File: src/rtl/serial_subtractor.sv
// Digit-serial unsigned subtractor: diff = a - b, DIGIT bits per cycle, LSB first.
// Optional macro SUB_OVERFLOW_EN adds a two's-complement overflow output.
module serial_subtractor #(
    parameter int WIDTH = 8,
    parameter int DIGIT = 1
) (
    input  logic             clk,
    input  logic             rst,
    input  logic             in_valid,
    output logic             in_ready,
    input  logic [WIDTH-1:0] a,
    input  logic [WIDTH-1:0] b,
    output logic             out_valid,
    input  logic             out_ready,
    output logic [WIDTH-1:0] diff,
    output logic             borrow,
    output logic             busy
`ifdef SUB_OVERFLOW_EN
    ,
    output logic             overflow
`endif
);

    localparam int N  = WIDTH / DIGIT;
    localparam int CW = (N > 1) ? $clog2(N) : 1;
    localparam logic [CW-1:0] LAST = CW'(N - 1);

    typedef enum logic [1:0] {
        IDLE,
        BUSY,
        DONE
    } state_t;

    state_t           state;
    logic [CW-1:0]    count;
    logic             borrow_reg;
    logic [WIDTH-1:0] a_reg;
    logic [WIDTH-1:0] b_reg;

    logic [DIGIT-1:0] a_digit;
    logic [DIGIT-1:0] b_digit;
    logic [DIGIT:0]   digit_res;
    logic             last_digit;

    // One digit of the ripple: the extra top bit of the DIGIT+1 wide result is the borrow out.
    always_comb begin
        a_digit    = a_reg[int'(count) * DIGIT +: DIGIT];
        b_digit    = b_reg[int'(count) * DIGIT +: DIGIT];
        digit_res  = {1'b0, a_digit} - {1'b0, b_digit} - {{DIGIT{1'b0}}, borrow_reg};
        last_digit = (count == LAST);
    end

    assign in_ready = (state == IDLE) && !rst;

    always_ff @(posedge clk or posedge rst) begin
        if (rst) begin
            state      <= IDLE;
            count      <= '0;
            borrow_reg <= 1'b0;
            a_reg      <= '0;
            b_reg      <= '0;
            diff       <= '0;
            borrow     <= 1'b0;
            out_valid  <= 1'b0;
            busy       <= 1'b0;
`ifdef SUB_OVERFLOW_EN
            overflow   <= 1'b0;
`endif
        end else begin
            case (state)
                IDLE: begin
                    if (in_valid) begin
                        a_reg      <= a;
                        b_reg      <= b;
                        count      <= '0;
                        borrow_reg <= 1'b0;
                        busy       <= 1'b1;
                        state      <= BUSY;
                    end
                end
                BUSY: begin
                    diff[int'(count) * DIGIT +: DIGIT] <= digit_res[DIGIT-1:0];
                    borrow_reg <= digit_res[DIGIT];
                    if (last_digit) begin
                        count     <= '0;
                        borrow    <= digit_res[DIGIT];
                        busy      <= 1'b0;
                        out_valid <= 1'b1;
                        state     <= DONE;
`ifdef SUB_OVERFLOW_EN
                        // The final digit's top bit is the result sign bit.
                        overflow  <= (a_reg[WIDTH-1] != b_reg[WIDTH-1]) &&
                                     (digit_res[DIGIT-1] != a_reg[WIDTH-1]);
`endif
                    end else begin
                        count <= count + 1'b1;
                    end
                end
                DONE: begin
                    if (out_ready) begin
                        out_valid <= 1'b0;
                        state     <= IDLE;
`ifdef SUB_OVERFLOW_EN
                        overflow  <= 1'b0;
`endif
                    end
                end
                default: begin
                    state <= IDLE;
                end
            endcase
        end
    end

endmodule

File: config.mk
export PLATFORM = sky130hd
export DESIGN_NAME = serial_subtractor
export DESIGN_NICKNAME = d
export VERILOG_FILES = /design/src/rtl/serial_subtractor.sv
export SDC_FILE = /design/constraint.sdc
export NUM_CORES = 1
export LEC_CHECK = 0
export CORE_MARGIN = 5
export CORE_UTILIZATION = 30
export DETAILED_ROUTE_END_ITERATION = 7
export PLACE_DENSITY = 0.48
export SYNTH_ARGS = -nofsm -noshare
export SYNTH_HDL_FRONTEND = slang
export SYNTH_SLANG_ARGS = --single-unit
export TNS_END_PERCENT = 20
File: constraint.sdc
create_clock -name clk -period 2.5 [get_ports clk]
set_input_delay 0.75 -clock clk [delete_from_list [all_inputs] [get_ports clk]]
set_output_delay 0.75 -clock clk [all_outputs]
set_load 0.02 [all_outputs]
* After elaboration in Yosys (flattened, before gate mapping) *
Index checks and enable logic that the tools add are counted.

word-level totals
  register bits after elaboration = 33
  output and inout port bits = 12
  logic and storage cells = 50

operators by class
  add/subtract/negate cells = 4
  eq/ne operators = 6
  shift operators = 4
  muxes and demuxes = 16
  reduce and logical (&&, ||, !) cells = 11

operators by type and width
  operator                                                                 number
  3-bit negator with 33-bit output                                         1
  1-bit by 33-bit variable shift with 8-bit output (first input constant)  1
  1-bit by 33-bit indexed part select with 8-bit output                    1
  8-bit by 4-bit indexed part select with 1-bit output                     2
  3-bit AND reduction                                                      3
  8-bit bitwise mux                                                        1
  2-bit two-way mux                                                        3
  3-bit two-way mux                                                        2
  2-bit inequality test (second input constant)                            3
  1-bit case mux with 2 select lines                                       3
  2-bit case mux with 3 select lines                                       1
  3-bit case mux with 2 select lines                                       1
  2-bit AND reduction                                                      3
  1-bit two-way mux                                                        5
  2-bit nonzero test                                                       2
  3-bit by 1-bit adder with 3-bit output (second input constant)           1
  3-bit equality test (second input constant)                              1
  2-bit by 1-bit equality test with 1-bit output (second input constant)   1
  2-bit equality test (second input constant)                              1
  2-bit zero test                                                          1
  1-bit by 1-bit subtractor with 2-bit output                              1
  2-bit by 1-bit subtractor with 2-bit output                              1
  1-bit logical AND                                                        1
  1-bit zero test                                                          1

* Depth between registers and ports, before layout *
Gate-level depths: netlist of run 1.

  depth in word-level cells = 5
  depth in mapped cells = 7

* Least setup slack after synthesis of run 1 *
OpenSTA, ideal clock, no wires.

  path type = reg2reg
  start point = register count[0]
  end point = register diff[4]
  setup time = 125 ps
  arrival time = 2,064 ps
  data required time = 2,375 ps
  path slack = 311 ps
  stages on the path, launching flop included = 8
  cells stage by stage = dfrtp_1 buf_4 mux4_2 nand2_1 nand2_1 fa_1 nor3_1 mux2_2

on the way
  longest elaborated chain between the ends = 5
  elaborated cells on any way between the ends = 8

RTL lines
  element                                                                         line    RTL
  start, declared                                                                 35      logic [CW-1:0] count;
  start signal, assigned                                                          96      count <= count + 1'b1;
  8-bit by 4-bit indexed part select with 1-bit output, on equally long branches  47, 48
  1-bit by 1-bit subtractor with 2-bit output                                     49      digit_res = {1'b0, a_digit} - {1'b0, b_digit} - {{DIGIT{1'b0}}, borrow_reg};
  2-bit by 1-bit subtractor with 2-bit output                                     49
  1-bit by 33-bit indexed part select with 8-bit output                           82      diff[int'(count) * DIGIT +: DIGIT] <= digit_res[DIGIT-1:0];
  8-bit bitwise mux *                                                             82
  end signal, assigned by index                                                   82
  end, declared                                                                   15      output logic [WIDTH-1:0] diff,

Every way passes the cells marked *; elsewhere a longest branch is shown, timed or not.
A chain may end at the register's enable or synchronous reset.

* Worst setup path in the final report of run 1 *
  start point = input rst
  end point = output in_ready

on the way
  longest elaborated chain between the ends = 2

RTL lines
  element                    line  RTL
  start, declared            8     input logic rst,
  1-bit zero test (no line)  n/a
  1-bit logical AND          53    assign in_ready = (state == IDLE) && !rst;
  end, declared              10    output logic in_ready,

Every way passes these cells.

==> results of run 1 <==
logic make-up after synthesis:
group / after synthesis
buf+inv: 18
mux: 29
simple gates: 26
flops: 33
compound gates: 15
fa+ha+maj: 5
through the flow:
step	instance area, um2	setup WS [ns]	util (%)	total power (uW)	hold slack [ns]
5_1_grt	2137	0.03752	39.05	3155	0.5275
3_3_place_gp	2037	-0.1764	37.22	2497	0.4916
3_5_place_dp	2037	-0.1908	37.22	2521	0.4956
2_1_floorplan	1683	0.3115	-	2079	0.4751
6_report	2137	0.09852	39.05	2916	0.5106
4_1_cts	2137	0.08834	39.05	2981	0.5159
timing repair:
item | 4_1_cts | 5_1_grt
setup endpoints to repair | 1 | 0
hold buffers | 0 | 0
gates resized for setup | 1 | 0
routing by layer:
metal / up-vias / track usage [%]
li1: 516 / -
met1: 509 / 11.35
met2: 25 / 15.16
met3: 2 / 3.883
met4: 0 / 2.590
met5: - / 0
power groups by stage:
stage	registers (uW)	logic [uW]	clock network, uW
2_1_floorplan	1010	1070	0
3_3_place_gp	990	1510	0
3_5_place_dp	1000	1520	0
4_1_cts	993	1520	466
5_1_grt	1030	1640	484
6_report	984	1490	443
layout by cell type (no fill, tap or decap), types with 5 or more instances in the layout:
master           instances
mux2_4                  11
a21oi_1                  5
mux2_2                   8
clkbuf_8                 7
inv_1                    9
mux2i_1                  6
clkdlybuf4s50_1         30
nand2_1                  7
nor2_1                   5
dfrtp_1                 33
how the worst max path moves through the flow:
stage	startpoint	endpoint	slack, ns	cells past startpoint
3_3_place_gp	rst	in_ready	-0.18	3
2_1_floorplan	count[0]	diff[4]	0.31	7
6_report	rst	in_ready	0.1	3
5_1_grt	rst	in_ready	0.04	3
4_1_cts	rst	in_ready	0.09	3
3_5_place_dp	rst	in_ready	-0.19	3
cell type report:
cell class,instances,area (um2)
fill,545,3336
timing repair buffer,35,339.1
tap,72,90.09
inverter,11,43.79
multi-input combinational,75,737.0
clock buffer,7,96.34
clock inverter,1,5.005
sequential,33,825.8
==> flow_summary.yaml, run 1 <==
route:
  detailroute.wirelength.met2_um: 1560
  drt_pre_antenna_iters: 4
  route.final.wire_length_um: 3141
  drt.antenna.violating_nets: 0
  vias_per_cell: 4.496
  routed_length_on_met1_um: 1405
  vias: 1052
  detail_route.wl_per_cell_um: 13.42
  top_signal_layer_used: "met4"
  met3_length_um: 160
  drt_iter0_drc: 51
  post-route-drc-count: 0
pwr:
  sequentialPowerShare_pct: 33.7
  power.share.switching_pct: 35.68
  comb_power_share_pct: 51.1
  ratio_of_total_power_to_cell_area_nw_per_um2: 1364
  vdd.ir_drop.worst_mv: 0.5151
  total_leakage_power_uw: 0.0009505
  switching_power_uw: 1040
  power.internal_uw: 1875
  pwr-share-clk_pct: 15.2
clocking:
  clkLatencyLatePin_ns: 0.28
  clockRootBuffer: "clkbuf_8"
  worst_setup_hold_path_clk_slew_ns: 0.06
  cts_max_level: 2
  tritoncts: "yes"
  cts_made_buffers: 5
  cts.path.max_buffers: 2
  clock_sink_count: 33
  postcts_setup_bufs: 0
worst_setup_path:
  crit_slowest_cell: "clkdlybuf4s50_1"
  critical_path.max_fanout: 2
  worst-path-buf-inv: 2
  timing.critical_path.max_delay_family: "buffers and inverters"
  worst_path_largest_cell_delay_ns: 0.42
  cp_data_required_time_ns: 1.75
  worstPathCellList: "clkdlybuf4s50_1 > nor3_1 > dlygate4sd2_1"
  criticalPathCategory: "input port to output pin"
  r2r_slack_ns: 0.30
  critical_path.reg2reg.startpoint: "count[0]"
  r2r_depth: 6
  critPathCaptureType: "output pin"
  reg2reg_to: "diff[4]"
  worstPathArrival_ns: 1.65
  critPathLaunchType: "input port"
floorplanning:
  top_level_ports: 32
  floorplan.die.height_um: 84.90
  die_width_um: 84.90
  placeableCoreArea_um2: 5473
  row_count: 27
  start_util_pct: 30.75
  die_area_um2: 7207
sta:
  peak_clock_frequency_supported_by_timing_mhz: 416.4
  unrepaired_setup_endpoints_after_global_routing: "no"
  worstMarginPinSlew_ns: 0.4277
  final_min_period_ns: 2.401
  finalSetupViolations: 0
  drv_slew: 0
  final_hold_viol_count: 0
  final_sum_of_negative_setup_slack_ns: 0
  fin_crit_sh_pct: 96.06
  timing.clock.skew_ns: 0.007083
  slew_headroom_pct: 71.49
hold_path:
  hold_class: "register to register"
  whs_path_depth: 1
  timing.hold.worst.start: "borrow"
  holdPathEnd: "borrow"
placement:
  placed_wire_length_estimate_um: 2327
  gpl.final_weighted_congestion: 0.7441
  buffer_ports.inserted: 31
  placedCellCount: 226
global_route:
  grt_max_degree: 34
  grt_pass1_wl_um: 5402
  final_global_route_overflow_total: 0
  grtUsageTotal_pct: 9.309
  antenna_found_initial: 0
  grt_pass1_vias: 1140
synthesis:
  mapped_cells: 126
  synthTopCellsByArea: "dfrtp_1 (49%), mux2_4 (9.8%), mux2_2 (5.4%), mux4_2 (5.4%), mux2i_1 (3.6%)"
  yosys_register_bits: 33
  postSynthAreaPerCell_um2: 13.36
  yosysMostFrequentCell: "dfrtp_1"
  synth_edf_count: 0
  largest_family_of_logic_cells_by_synthesized_area: "multiplexers"
  synthSimpleGateAreaFrac_pct: 9.665
  netlist.top_cell.by_area: "dfrtp_1"
  compound_gate_portion_of_the_synthesized_area_pct: 5.874
  async_set_or_reset_flop_fraction_in_the_synthesized_netlist_pct: 100.0
  synth_common_cells: "dfrtp_1 (33), mux2_4 (11), inv_1 (9)"
  post_synth_xor_area_fraction_pct: 0
  syn_nets: 151
  seq_area_frac_synth_pct: 49.07
  synth.area.mux_share_pct: 24.09
  synth.lib_cells_used.distinct: 32
  synthesis.area_um2: 1683
  netlist.area_leader.share_pct: 49.07
  synth_top_flop_cell: "dfrtp_1"
  synthAdderAreaFrac_pct: 4.164
  synthesis.yosys.warnings: 0
layout:
  synthToLayoutAreaGrowth_pct: 26.99
  design.final.nets: 186
  num_antenna_cells: 0
  drive_above_1_share_pct: 25.93
  instances_no_fill: 234
flow_run:
  timing.max_cap.violations: 0
outcome:
  status: "finished, final reports clean"
Note: power is estimated with default switching activity, not from simulation.
==> run 2: changes to the inputs <==
Settings changed: HOLD_SLACK_MARGIN from default to 0.05.
==> results of run 2 <==
The final DEF is identical to that of run 1; final timing and power are the same.
